### src/rtl/stopwatch_core_if.sv
// ---------------------------------------------------------------------------
// stopwatch_core_if
// Groups the stopwatch control inputs and display/status outputs.
//   f100Hz      : 100 Hz square wave from the divider (clk domain)
//   start_stop  : one-cycle pulse, toggles run/pause
//   lap         : one-cycle pulse, toggles display freeze while running
//   clr         : one-cycle pulse, zeroes the stopwatch
//   cs_bcd      : displayed centiseconds, {tens,units} BCD
//   sec_bcd     : displayed seconds, {tens,units} BCD
//   min_bcd     : displayed minutes, {tens,units} BCD
//   running     : high in RUN or LAP
//   lap_active  : high in LAP
//   ovf         : sticky overflow flag
// master = the side that drives the controls, slave = the stopwatch core.
// ---------------------------------------------------------------------------
interface stopwatch_core_if;
    logic       f100Hz;
    logic       start_stop;
    logic       lap;
    logic       clr;
    logic [7:0] cs_bcd;
    logic [7:0] sec_bcd;
    logic [7:0] min_bcd;
    logic       running;
    logic       lap_active;
    logic       ovf;

    modport master (
        output f100Hz, start_stop, lap, clr,
        input  cs_bcd, sec_bcd, min_bcd, running, lap_active, ovf
    );

    modport slave (
        input  f100Hz, start_stop, lap, clr,
        output cs_bcd, sec_bcd, min_bcd, running, lap_active, ovf
    );
endinterface

### src/rtl/stopwatch_core.sv
// ---------------------------------------------------------------------------
// stopwatch_core
// BCD minutes:seconds.centiseconds stopwatch driven by the 100 Hz divider
// output, with start/stop, lap-freeze and clear control.
//   clk : system clock
//   rst : synchronous reset, active-high
//   sw  : stopwatch_core_if.slave (controls in, BCD display and status out)
// Parameters:
//   MIN_LIMIT   : highest minute value (0..99) before overflow
//   HOLD_ON_OVF : 1 = saturate at MIN_LIMIT:59.99 and pause on overflow,
//                 0 = wrap to 00:00.00 and keep running
// ---------------------------------------------------------------------------
module stopwatch_core #(
    parameter int MIN_LIMIT   = 59,
    parameter bit HOLD_ON_OVF = 1'b1
) (
    input  logic              clk,
    input  logic              rst,
    stopwatch_core_if.slave   sw
);

    typedef enum logic [1:0] {IDLE, RUN, PAUSE, LAP} state_t;

    localparam logic [7:0] MIN_LIMIT_BCD = {4'(MIN_LIMIT / 10), 4'(MIN_LIMIT % 10)};

    state_t           state_reg, state_next;
    logic             f_d_reg;
    logic [5:0][3:0]  cnt_reg, cnt_next, cnt_inc;    // digit 0 = cs units ... 5 = min tens
    logic [5:0][3:0]  disp_reg, disp_next;
    logic             running_reg, lap_active_reg;
    logic             ovf_reg, ovf_next;
    logic             tick, adv, at_limit, ovf_evt;
    logic [5:0]       carry;

    // Rising edge of the divider output; same clock domain, so no synchroniser.
    assign tick = sw.f100Hz & ~f_d_reg;
    assign adv  = tick & ((state_reg == RUN) || (state_reg == LAP));

    // Ripple BCD incrementer: each digit wraps at its own maximum and passes
    // a carry up. Minutes are plain 00..99 digits; the MIN_LIMIT bound is
    // handled by the overflow compare below.
    assign carry[0] = adv;

    for (genvar gi = 0; gi < 6; gi++) begin : g_digit
        localparam logic [3:0] DMAX = (gi == 3) ? 4'd5 : 4'd9;
        logic at_max;
        assign at_max = (cnt_reg[gi] == DMAX);
        assign cnt_inc[gi] = !carry[gi] ? cnt_reg[gi]
                           : (at_max ? 4'd0 : cnt_reg[gi] + 4'd1);
        if (gi < 5) begin : g_carry
            assign carry[gi+1] = carry[gi] & at_max;
        end
    end

    assign at_limit = (cnt_reg[1:0] == 8'h99) &&
                      (cnt_reg[3:2] == 8'h59) &&
                      (cnt_reg[5:4] == MIN_LIMIT_BCD);
    assign ovf_evt  = adv & at_limit;

    always_comb begin
        state_next = state_reg;
        cnt_next   = cnt_reg;
        ovf_next   = ovf_reg;
        disp_next  = disp_reg;

        if (sw.clr) begin
            // Clear wins over everything, including a coincident tick.
            state_next = IDLE;
            cnt_next   = '0;
            ovf_next   = 1'b0;
        end else begin
            if (ovf_evt) begin
                ovf_next = 1'b1;
                cnt_next = HOLD_ON_OVF ? cnt_reg : '0;
            end else begin
                cnt_next = cnt_inc;
            end

            if (ovf_evt && HOLD_ON_OVF) begin
                state_next = PAUSE;
            end else if (sw.start_stop) begin
                case (state_reg)
                    IDLE:    state_next = RUN;
                    RUN:     state_next = PAUSE;
                    PAUSE:   state_next = RUN;
                    LAP:     state_next = PAUSE;
                    default: state_next = state_reg;
                endcase
            end else if (sw.lap) begin
                case (state_reg)
                    RUN:     state_next = LAP;
                    LAP:     state_next = RUN;
                    default: state_next = state_reg;
                endcase
            end
        end

        // Display is live except while staying in LAP. Entering LAP loads the
        // count of that edge, which becomes the frozen value.
        if (!((state_reg == LAP) && (state_next == LAP))) begin
            disp_next = cnt_next;
        end
    end

    always_ff @(posedge clk) begin
        if (rst) begin
            state_reg      <= IDLE;
            f_d_reg        <= 1'b0;
            cnt_reg        <= '0;
            disp_reg       <= '0;
            running_reg    <= 1'b0;
            lap_active_reg <= 1'b0;
            ovf_reg        <= 1'b0;
        end else begin
            state_reg      <= state_next;
            f_d_reg        <= sw.f100Hz;
            cnt_reg        <= cnt_next;
            disp_reg       <= disp_next;
            running_reg    <= (state_next == RUN) || (state_next == LAP);
            lap_active_reg <= (state_next == LAP);
            ovf_reg        <= ovf_next;
        end
    end

    assign sw.cs_bcd     = disp_reg[1:0];
    assign sw.sec_bcd    = disp_reg[3:2];
    assign sw.min_bcd    = disp_reg[5:4];
    assign sw.running    = running_reg;
    assign sw.lap_active = lap_active_reg;
    assign sw.ovf        = ovf_reg;

endmodule

### src/flat_wrapper.sv
// flat-port wrapper written by rule: the top's interface ports become plain ports
module stopwatch_core_flat 
#(
    parameter int MIN_LIMIT   = 59,
    parameter bit HOLD_ON_OVF = 1'b1
)
  (clk, rst, sw_f100Hz, sw_start_stop, sw_lap, sw_clr, sw_cs_bcd, sw_sec_bcd, sw_min_bcd, sw_running, sw_lap_active, sw_ovf);
  stopwatch_core_if sw_i ();
  input  logic clk;
  input  logic rst;
  input wire logic [$bits(sw_i.f100Hz)-1:0] sw_f100Hz;
  input wire logic [$bits(sw_i.start_stop)-1:0] sw_start_stop;
  input wire logic [$bits(sw_i.lap)-1:0] sw_lap;
  input wire logic [$bits(sw_i.clr)-1:0] sw_clr;
  output wire logic [$bits(sw_i.cs_bcd)-1:0] sw_cs_bcd;
  output wire logic [$bits(sw_i.sec_bcd)-1:0] sw_sec_bcd;
  output wire logic [$bits(sw_i.min_bcd)-1:0] sw_min_bcd;
  output wire logic [$bits(sw_i.running)-1:0] sw_running;
  output wire logic [$bits(sw_i.lap_active)-1:0] sw_lap_active;
  output wire logic [$bits(sw_i.ovf)-1:0] sw_ovf;
  assign sw_i.f100Hz = sw_f100Hz;
  assign sw_i.start_stop = sw_start_stop;
  assign sw_i.lap = sw_lap;
  assign sw_i.clr = sw_clr;
  assign sw_cs_bcd = sw_i.cs_bcd;
  assign sw_sec_bcd = sw_i.sec_bcd;
  assign sw_min_bcd = sw_i.min_bcd;
  assign sw_running = sw_i.running;
  assign sw_lap_active = sw_i.lap_active;
  assign sw_ovf = sw_i.ovf;
  stopwatch_core #(.MIN_LIMIT(MIN_LIMIT), .HOLD_ON_OVF(HOLD_ON_OVF)) u_core (.clk(clk), .rst(rst), .sw(sw_i));
endmodule
### config.mk
export PLATFORM = sky130hd
export DESIGN_NAME = stopwatch_core_flat
export DESIGN_NICKNAME = d
export VERILOG_FILES = /design/src/rtl/stopwatch_core_if.sv /design/src/rtl/stopwatch_core.sv /design/src/flat_wrapper.sv
export SDC_FILE = /design/constraint.sdc
export NUM_CORES = 1
export LEC_CHECK = 0
export ABC_AREA = 1
export CAP_MARGIN = 20
export CORE_MARGIN = 2
export CORE_UTILIZATION = 55
export CTS_BUF_LIST = sky130_fd_sc_hd__clkbuf_8
export DETAILED_ROUTE_END_ITERATION = 8
export PLACE_DENSITY = 0.86
export SLEW_MARGIN = 20
export SYNTH_ARGS = -nofsm -noshare
export SYNTH_HDL_FRONTEND = slang
export SYNTH_SLANG_ARGS = --single-unit
### constraint.sdc
create_clock -name clk -period 5.94 [get_ports clk]
set_clock_uncertainty 0.2 [all_clocks]
set_input_delay 0.594 -clock clk [delete_from_list [all_inputs] [get_ports clk]]
set_output_delay 0.594 -clock clk [all_outputs]
set_load 0.05 [all_outputs]
==> results of run 1 <==
-- layout by cell type (no fill, tap or decap), types with 2 or more instances in the layout --
cell type / count
clkdlybuf4s50_1: 32
dfxtp_1: 53
nor2_1: 50
ha_1: 2
nand3_1: 30
nor2_2: 14
clkbuf_8: 5
nor2_4: 7
nand2_2: 6
inv_1: 41
nand4_1: 13
nand3_2: 5
xor2_1: 8
nand2_4: 2
clkinv_1: 10
inv_2: 12
a21oi_1: 10
o21ai_0: 17
nand3b_1: 14
nand2_1: 116
-- worst max-delay path: stages --
cell and delay [ns]:
clkdlybuf4s50_1 0.46, clkinv_1 0.58, nand2_1 0.36, a21oi_4 0.11, nand2_4 0.12, inv_6 0.08, nand2_8 0.14, nand2_1 0.09
inv_2 0.05, nor2_1 0.03
-- power breakdown --
group	internal, uW	total, uW	switching [uW]
Combinational	11.0	37.6	26.7
Clock	123	240	117
Sequential	356	357	1.03
-- metrics by stage --
stage	instance area, um^2	hold WS, ns
3_3_place_gp	3300	0.242
5_1_grt	3410	0.278
2_1_floorplan	2970	0.338
4_1_cts	3400	0.260
3_5_place_dp	3300	0.246
6_report	3410	0.256
-- path summary, 6_finish.rpt --
path	from	end	slack, ns	depth (start not counted)
worst max-delay path	sw_clr	u_core.sw.min_bcd[1]	3.32	10
worst min register to register	u_core.sw.ovf	u_core.sw.ovf	0.26	2
worst min-delay path	u_core.sw.ovf	u_core.sw.ovf	0.26	2
worst max register to register	u_core.state_reg[1]	u_core.sw.sec_bcd[2]	3.53	11
-- area by class of cell --
class                           instances  area (um^2)  share of cell area
Tap cell                               70         87.6              0.0257
Sequential cell                        53         1060               0.311
Clock buffer                            5         68.8              0.0202
Inverter                               64          245              0.0720
Clock inverter                          2         35.0              0.0103
Multi-Input combinational cell        304         1580               0.464
Timing Repair Buffer                   33          328              0.0962
-- cells by family (layout without fill, tap and decap cells) --
family	after synthesis	after routing	share of synthesized area
xor gates and xnor gates	9	9	0.0265
buffers and inverters	76	104	0.112
AOI/OAI and AO/OA	31	31	0.0581
and+or+nand+nor	262	262	0.438
adders and majority gates	2	2	0.00842
DFF	53	53	0.357
-- metal layers --
layer,part of all wire,GRT usage,up-vias
met2,0.52,0.417,84
met3,0.039,0.0337,23
met1,0.41,0.283,1285
met5,0,0,-
li1,-,-,1401
met4,0.032,0.111,0
==> results.md, run 1 <==
- Diode count: 0
- Worst min path class: reg -> reg
- CTS Buf Count: 5
- Antenna Nets Post-Route: 0
- Die W: 77.5 um
- MaxCap Viol Count: 0
- Vias in the first global route: 2619
- Kind of critical path: in -> reg
- Non-Filler Instances: 531
- Worst Setup End Kind: flip-flop
- Min Tclk post-route: 2.62 ns
- Leak: 0.00138 uW
- Status: completed
- Pwr dens: 186 nW/um^2
- Hold Buf Count CTS: 0
- Arr. time, crit path: 2.63 ns
- Mapped Cells: 433
- Post-synth EDFFs: 0
- Remaining DRCs: 0
- Via-per-instance ratio: 5.26
- Max reg flops: 24
- Worst EP required: 5.95 ns
- Register clock-pin slew on the reported worst setup and hold paths: 0.09 ns
- CP max FO: 27
- Detailed Route WL: 6710 um
- Post-CTS Setup Inserts: 0
- Sinks on the clock net: 53
- Actual slew at the worst max-slew pin: 0.741 ns
- Syn_nets: 441
- Area grow syn2layout: 14.7%
- Mean area per synthesized cell: 6.86 um^2
- First-pass DRT Iterations: 7
- Vias: 2793
- Max Root-Sink Buffers: 2
- Asr flop ratio synth: 0
- Max-slew violation count: 0
- Overall power: 635 uW
- Warnings, synthesis: 0
- Crit share post-route: 0.441
- Initial DRC count: 147
- Yosys reg bits: 53
- Share of cells above drive strength 1: 0.130
- Fmax: 0.381 GHz
- Synth cell types: 35
- Placeable Area: 5170 um^2
- Filler instances: 438
- H-Tree Depth: 2
- GP Congestion: 0.873
- Leading area contributor after synthesis: dfxtp_1
- Synth area leaders: dfxtp_1, nand2_1, nor2_1, inv_1, nand3_1
- Most common cell in the netlist: nand2_1
- VDD IR max: 0.000103 V
- Final setup violation count: 0
- RSZ-0062 raised after global routing: no
- Pre-CTS WS: 2.65 ns
- Worst setup SP type: input port
- GRT Overall Usage: 0.236
- Setup ws final: 3.32 ns
- Final Hold Vio Count: 0
- Post-CTS resize count: 0
- Root buf cell: clkbuf_8
- Sequential area share after synthesis: 0.357
- Site Rows: 26
- First-pass GRT wire length: 11600 um
- Largest net degree at the start of global routing: 29
- Worst-skew pair later-pin latency: 0.31 ns
- Starting Density: 0.574
- Yosys top cell area share: 0.357
- Nets: 469
- Dpl hpwl: 4870 um
- IO Port Bufs: 32
- Placed cell count: 524
- Top FF cell, synth: dfxtp_1
- Setup_tns: 0 ns
- Slew margin rel.: 0.503
- Die height: 77.5 um
- Initial antenna violation count: 0
- Mapped Area: 2970 um^2
- Drt wl/cell: 12.6 um
- Final global-route overflow total: 0
- CTS tree: built
- Fin util: 0.659
- Post-synth top cells: nand2_1, dfxtp_1, nor2_1, inv_1, nand3_1
- Die area: 6000 um^2
- IO Count: 33
(Power assumes the default switching activity.)
==> run 2, diff against run 1 <==
CORE_UTILIZATION = 53   (was 55)
PLACE_DENSITY = 0.87   (was 0.86)
clock period = 2.21 ns   (was 5.94 ns; I/O delays follow)
==> run 2 against run 1 <==
- combinational power rose to 3.1 times the previous value
- clock power rose to 2.8 times the previous value
- hold slack worse by 0.0027 ns
- final area up 4.7%
- first-iteration DRC count down 12%
- sequential cell count unchanged
- total power rose to 2.8 times the previous value
- worst setup slack worse by 3.2 ns
- critical endpoint is now u_core.sw.min_bcd[0]
- highest routed layer unchanged
==> results.md, run 2 (synthesis gave the netlist of run 1 again) <==
- Drt wl/cell: 12.3 um (-2.5%)
- Worst-skew pair later-pin latency: 0.32 ns (about the same)
- H-Tree Depth: 2 (unchanged)
- GRT Overall Usage: 0.231 (-0.00573)
- Slew margin rel.: 0.661 (+0.157)
- Placeable Area: 5470 um^2 (+5.8%)
- Dpl hpwl: 4740 um (-2.5%)
- IO Count: 33 (unchanged)
- Via-per-instance ratio: 5.13 (-2.5%)
- DR WL met2: 3420 um (-1.2%)
- Worst setup SP type: flip-flop
- DR WL met3: 265 um (+0.38%)
- Worst Setup End Kind: flip-flop
- IO Port Bufs: 32 (unchanged)
- First-pass GRT wire length: 11500 um (-0.24%)
- Critical path endpoint: u_core.sw.min_bcd[0]
- Remaining DRCs: 0 (unchanged)
- Reg-to-Reg End: u_core.sw.min_bcd[0]
- Starting Density: 0.543 (-0.0315)
- Diode count: 0 (unchanged)
- Non-Filler Instances: 550 (+3.6%)
- Root buf cell: clkbuf_8
- Most frequent cell on the critical path: nand2_1
- Die W: 78.9 um (+1.8%)
- Vias: 2821 (+1.0%)
- Worst EP required: 2.26 ns (-3.69 ns)
- Register clock-pin slew on the reported worst setup and hold paths: 0.10 ns (about the same)
- Critical path startpoint: u_core.state_reg[0]
- DP Area: 3400 um^2 (+3.1%)
- Arr. time, crit path: 2.11 ns (-0.52 ns)
- First-pass DRT Iterations: 4 (-3)
- WP depth: 12 (+2)
- Design area: 3570 um^2 (+4.7%)
- Actual slew at the worst max-slew pin: 0.508 ns (-0.233 ns)
- Area grow syn2layout: 20.1%
- Crit share post-route: 0.933
- Most common cell after layout, fill and taps aside: nand2_1
- Kind of critical path: reg -> reg
- Hold Buf Count CTS: 0 (unchanged)
- Status: completed
- Initial DRC count: 129 (-12%)
- Top routing layer in use: met4
- CTS tree: built
- Vias in the first global route: 2625 (+0.23%)
- Antenna Nets Post-Route: 0 (unchanged)
- Max reg flops: 24 (unchanged)
- Leak: 0.00147 uW (+6.4%)
- Commonest non-fill, non-tap cells in the layout: nand2_1, dfxtp_1, nor2_1, inv_1, clkdlybuf4s50_1
- Die height: 78.9 um (+1.8%)
- CP max FO: 6 (-78%)
- VDD IR max: 0.000298 V (+190%)
- Overall power: 1750 uW (+180%)
- Worst min path class: reg -> reg
- Fmax: 0.485 GHz
- GP Congestion: 0.870 (-0.30%)
- Worst R2R Start: u_core.state_reg[0]
- Nets: 485 (+3.4%)
- Final Hold Vio Count: 0 (unchanged)
- RSZ-0062 raised after global routing: yes
- Sinks on the clock net: 53 (unchanged)
- Max-slew violation count: 0 (unchanged)
- Fin util: 0.652 (-0.00711)
- CTS Buf Count: 5 (unchanged)
- Worst path max stage delay: 0.37 ns (-0.21 ns)
- Final global-route overflow total: 0 (unchanged)
- Max Root-Sink Buffers: 2 (unchanged)
- MaxCap Viol Count: 0 (unchanged)
- Placed cell count: 539 (+2.9%)
- Largest net degree at the start of global routing: 28 (-3.4%)
- Wl on met1: 2990 um (+8.0%)
- R2R depth: 12 (+1)
- Share of cells above drive strength 1: 0.165 (+0.0351)
- Die area: 6220 um^2 (+3.6%)
- Crit path cell chain: ha_1 -> inv_2 -> nand2_1 -> buf_4 -> nand2_1 -> nor2_4 -> nand2_1 -> nor2_4 -> nand2_1 -> nand2_1 -> nand3_1 -> a21oi_1
- Slowest cell on crit path: dfxtp_2
- Delay-heaviest family, CP: simple AND/OR/NAND/NOR gates
- Site Rows: 27 (+3.8%)
- Setup_tns: 0 ns (unchanged)
- Pwr dens: 491 nW/um^2 (+160%)
- WP buf/inv: 2 (-2)
- Reg-to-reg slack, setup: 0.15 ns (-3.38 ns)
- Min Tclk post-route: 2.06 ns
- Detailed Route WL: 6780 um (+1.0%)
- Initial antenna violation count: 0 (unchanged)
- Final setup violation count: 0 (unchanged)
## run 2: cell count changes in the layout (fill, tap and decap cells not counted)
cell      delta
nand2_2      +1
buf_4       +14
clkinv_8     +1
dfxtp_1      -2
nor2_4       +1
inv_1        +1
clkinv_2     -1
buf_12       +1
clkinv_4     +1
nand2_1      -1
dfxtp_2      +2
inv_6        -1
## run 2: worst register-to-register path, cell delays in order (launching register included)
cell and delay (ns):
dfxtp_2 0.37, ha_1 0.19, inv_2 0.06, nand2_1 0.07
buf_4 0.11, nand2_1 0.13, nor2_4 0.15, nand2_1 0.14
nor2_4 0.18, nand2_1 0.09, nand2_1 0.07, nand3_1 0.09
a21oi_1 0.16
## run 2: area by class of cell
cell class                 instances  area (um^2)
clock buffer                       5         68.8
tap                               72         90.1
multi-input combinational        305         1600
clock inverter                     3         42.5
inverter                          64          253
timing repair buffer              48          453
sequential                        53         1060
fill                             446         1910
## run 2: what timing repair did
action	4_1_cts	5_1_grt
endpoints found under the setup margin	16	22
buffers inserted	0	3
gates cloned	0	1
gates resized for setup	1	5
pin swaps	0	5
## run 2: per-layer routing
metal / up-vias / track usage
li1: 1438 / -
met1: 1302 / 0.277
met2: 70 / 0.409
met3: 11 / 0.0455
met4: 0 / 0.0845
met5: - / 0
## run 2: where the power goes
group          internal, uW  switching, uW  total, uW  leakage (uW)
clock                   336            337        673     0.0000595
combinational          40.0           78.4        118      0.000984
sequential              958           2.51        961      0.000428
## run 2: through the flow
stage	setup slack [ns]	hold WS (ns)
final	0.147	0.254
after global routing	-0.0128	0.292
after CTS	0.0444	0.259
after detailed placement	-0.149	0.245
after global placement	-0.0768	0.241
after floorplan	0.0758	0.146
## run 2: how the worst min path moves through the flow
stage                              from        endpoint  slack (ns)  depth (start not counted)
final                     u_core.sw.ovf   u_core.sw.ovf        0.25                          2
after global routing      u_core.sw.ovf   u_core.sw.ovf        0.29                          2
after CTS                 u_core.sw.ovf   u_core.sw.ovf        0.26                          2
after detailed placement  u_core.sw.ovf   u_core.sw.ovf        0.24                          2
after global placement    u_core.sw.ovf   u_core.sw.ovf        0.24                          2
after floorplan               sw_f100Hz  u_core.f_d_reg        0.15                          2
==> run 3, diff against run 2 <==
CTS_CLUSTER_SIZE = 28   (was unset)
GPL_TIMING_DRIVEN = 0   (was unset)
clock period = 1.8 ns   (was 2.21 ns; I/O delays follow)
==> run 3 against run 2 <==
- the flow now finishes with violations (setup timing)
- non-clock buffer count increased by 26
- cell count increased by 4.5%
- global-route usage increased by 6.4 points
- sequential share of layout area decreased by 3.3 points
- worst setup slack got worse by 0.35 ns
- critical endpoint is now u_core.sw.sec_bcd[4]
- largest power group unchanged
- highest routed layer unchanged
==> results.md, run 3 (synthesis gave the netlist of run 1 again) <==
- CP max FO: 10 (+4)
- Detailed Route WL: 9160 um (+35%)
- Max reg flops: 24 (unchanged)
- Arr. time, crit path: 2.07 ns (-0.04 ns)
- Nets: 510 (+5.2%)
- Failing checks: setup timing
- Initial antenna violation count: 0 (unchanged)
- Final Hold Vio Count: 0 (unchanged)
- Worst setup SP type: flip-flop
- Actual slew at the worst max-slew pin: 0.556 ns (+0.0482 ns)
- Via-per-instance ratio: 5.63 (+9.9%)
- Starting Density: 0.543 (unchanged)
- Status: complete, but fails checks
- Max Root-Sink Buffers: 2 (unchanged)
- GP Congestion: 0.881 (+1.3%)
- IO Count: 33 (unchanged)
- Die area: 6220 um^2 (unchanged)
- Die W: 78.9 um (unchanged)
- Remaining DRCs: 0 (unchanged)
- Sinks on the clock net: 53 (unchanged)
- Worst Setup End Kind: flip-flop
- Overall power: 2050 uW (+17%)
- Max-slew violation count: 0 (unchanged)
- DP Area: 3490 um^2 (+2.6%)
- Register clock-pin slew on the reported worst setup and hold paths: 0.10 ns (about the same)
- MaxCap Viol Count: 0 (unchanged)
- Diode count: 0 (unchanged)
- GRT Overall Usage: 0.295 (+0.0644)
- Largest net degree at the start of global routing: 16 (-43%)
- Vias in the first global route: 3216 (+23%)
- VDD IR max: 0.000499 V (+67%)
- Dpl hpwl: 5010 um (+5.7%)
- Site Rows: 27 (unchanged)
- Fmax: 0.499 GHz (+2.8%)
- First-pass GRT wire length: 14600 um (+26%)
- Commonest non-fill, non-tap cells in the layout: nand2_1, nor2_1, dfxtp_1, inv_1, nand2_2
- Filler instances: 359 (-20%)
- Final global-route overflow total: 0 (unchanged)
- Worst min path class: in -> reg
- H-Tree Depth: 2 (unchanged)
- Fin util: 0.744 (+0.0924)
- Area grow syn2layout: 37.1%
- Vias: 3240 (+15%)
- Die height: 78.9 um (unchanged)
- Worst EP required: 1.87 ns (-0.39 ns)
- Slew margin rel.: 0.630 (-0.0310)
- Share of cells above drive strength 1: 0.368 (+0.203)
- Final setup violation count: 37 (+37)
- IO Port Bufs: 31 (-3.1%)
- Worst-skew pair later-pin latency: 0.32 ns (about the same)
- Crit share post-route: 1.11 (+0.181)
- Pwr dens: 503 nW/um^2 (+2.3%)
- Setup ws final: -0.206 ns (-0.353 ns)
- First-pass DRT Iterations: 5 (+1)
- Drt wl/cell: 15.9 um (+29%)
- Leak: 0.00186 uW (+26%)
- Placeable Area: 5470 um^2 (unchanged)
- Min Tclk post-route: 2.01 ns (-0.0569 ns)
- Most common cell after layout, fill and taps aside: nand2_1
- Kind of critical path: reg -> reg
- Initial DRC count: 246 (+91%)
- Root buf cell: clkbuf_8
- CTS tree: built
- Antenna Nets Post-Route: 0 (unchanged)
- RSZ-0062 raised after global routing: yes
- Design area: 4070 um^2 (+14%)
- CTS Buf Count: 5 (unchanged)
## run 3: changes by cell type in the layout (fill, tap and decap cells not counted), sizes merged
cell           before  now
buf                16   41
bufinv              1    0
clkbuf              5    7
clkdlybuf4s50      32    4
dlygate4sd2         0   26
dlymetal6s2s        0    1
inv                54   55
nor2               73   72
## run 3: repair_timing
action                                  CTS  global route
cloned                                    1             0
hold endpoints to repair                  0             0
endpoints found under the setup margin   70            48
resized for setup                        83            38
buffers inserted                         28             4
hold buffers                              0             0
pin swaps                                32            34
## run 3: per-layer routing
metal | share of wire | vias up | global-route usage
met1 | 0.38 | 1502 | 0.332
met4 | 0.057 | 0 | 0.172
li1 | - | 1492 | -
met3 | 0.064 | 58 | 0.0636
met2 | 0.50 | 188 | 0.514
met5 | 0 | - | 0
## run 3: final timing paths
| kind | depth (start not counted) | slack (ns) | startpoint | endpoint |
|---|---|---|---|---|
| worst max-delay path | 13 | -0.21 | u_core.state_reg[1] | u_core.sw.sec_bcd[4] |
| worst min-delay path | 2 | 0.09 | rst | u_core.cnt_reg[23] |
| worst max register to register | 13 | -0.21 | u_core.state_reg[1] | u_core.sw.sec_bcd[4] |
| worst min register to register | 2 | 0.27 | u_core.sw.ovf | u_core.sw.ovf |
## run 3: layout make-up
| cell class | count | area (um^2) | share of cell area |
|---|---|---|---|
| clock inverters | 3 | 13.8 | 0.00338 |
| well taps | 72 | 90.1 | 0.0221 |
| inverters | 64 | 265 | 0.0652 |
| flip-flops and latches | 53 | 1080 | 0.265 |
| clock buffers | 5 | 68.8 | 0.0169 |
| repair buffers | 62 | 562 | 0.138 |
| multi-input cells | 304 | 1880 | 0.461 |
| plain buffers | 12 | 116 | 0.0286 |
## run 3: worst max-delay path, cell delays in order (launching register included)
cell	delay [ns]
dfxtp_4	0.39
inv_2	0.05
ha_4	0.21
a21oi_2	0.13
nand2_1	0.10
nand2_1	0.09
nand2_2	0.07
nor2_4	0.13
buf_6	0.15
nand2_8	0.07
buf_12	0.15
nand2_2	0.07
clkinv_2	0.06
nor2_2	0.08
## run 3: per-stage QoR
| stage | setup TNS, ns | cells | hold slack [ns] | setup WS (ns) |
|---|---|---|---|---|
| final | -4.54 | 575 | 0.0870 | -0.206 |
| after global routing | -7.47 | 575 | 0.114 | -0.284 |
| after CTS | -0.862 | 573 | 0.0805 | -0.0665 |
| after detailed placement | -12.77 | 536 | 0.248 | -0.493 |
| after global placement | -11.06 | 536 | 0.239 | -0.430 |
| after floorplan | -1.72 | 433 | 0.105 | -0.0885 |
## run 3: power by group
part | switching [uW] | total, uW | internal (uW) | leakage [uW]
clock | 415 | 681 | 266 | 0.0000491
sequential | 5.32 | 1180 | 1170 | 0.000433
combinational | 119 | 187 | 68.3 | 0.00137
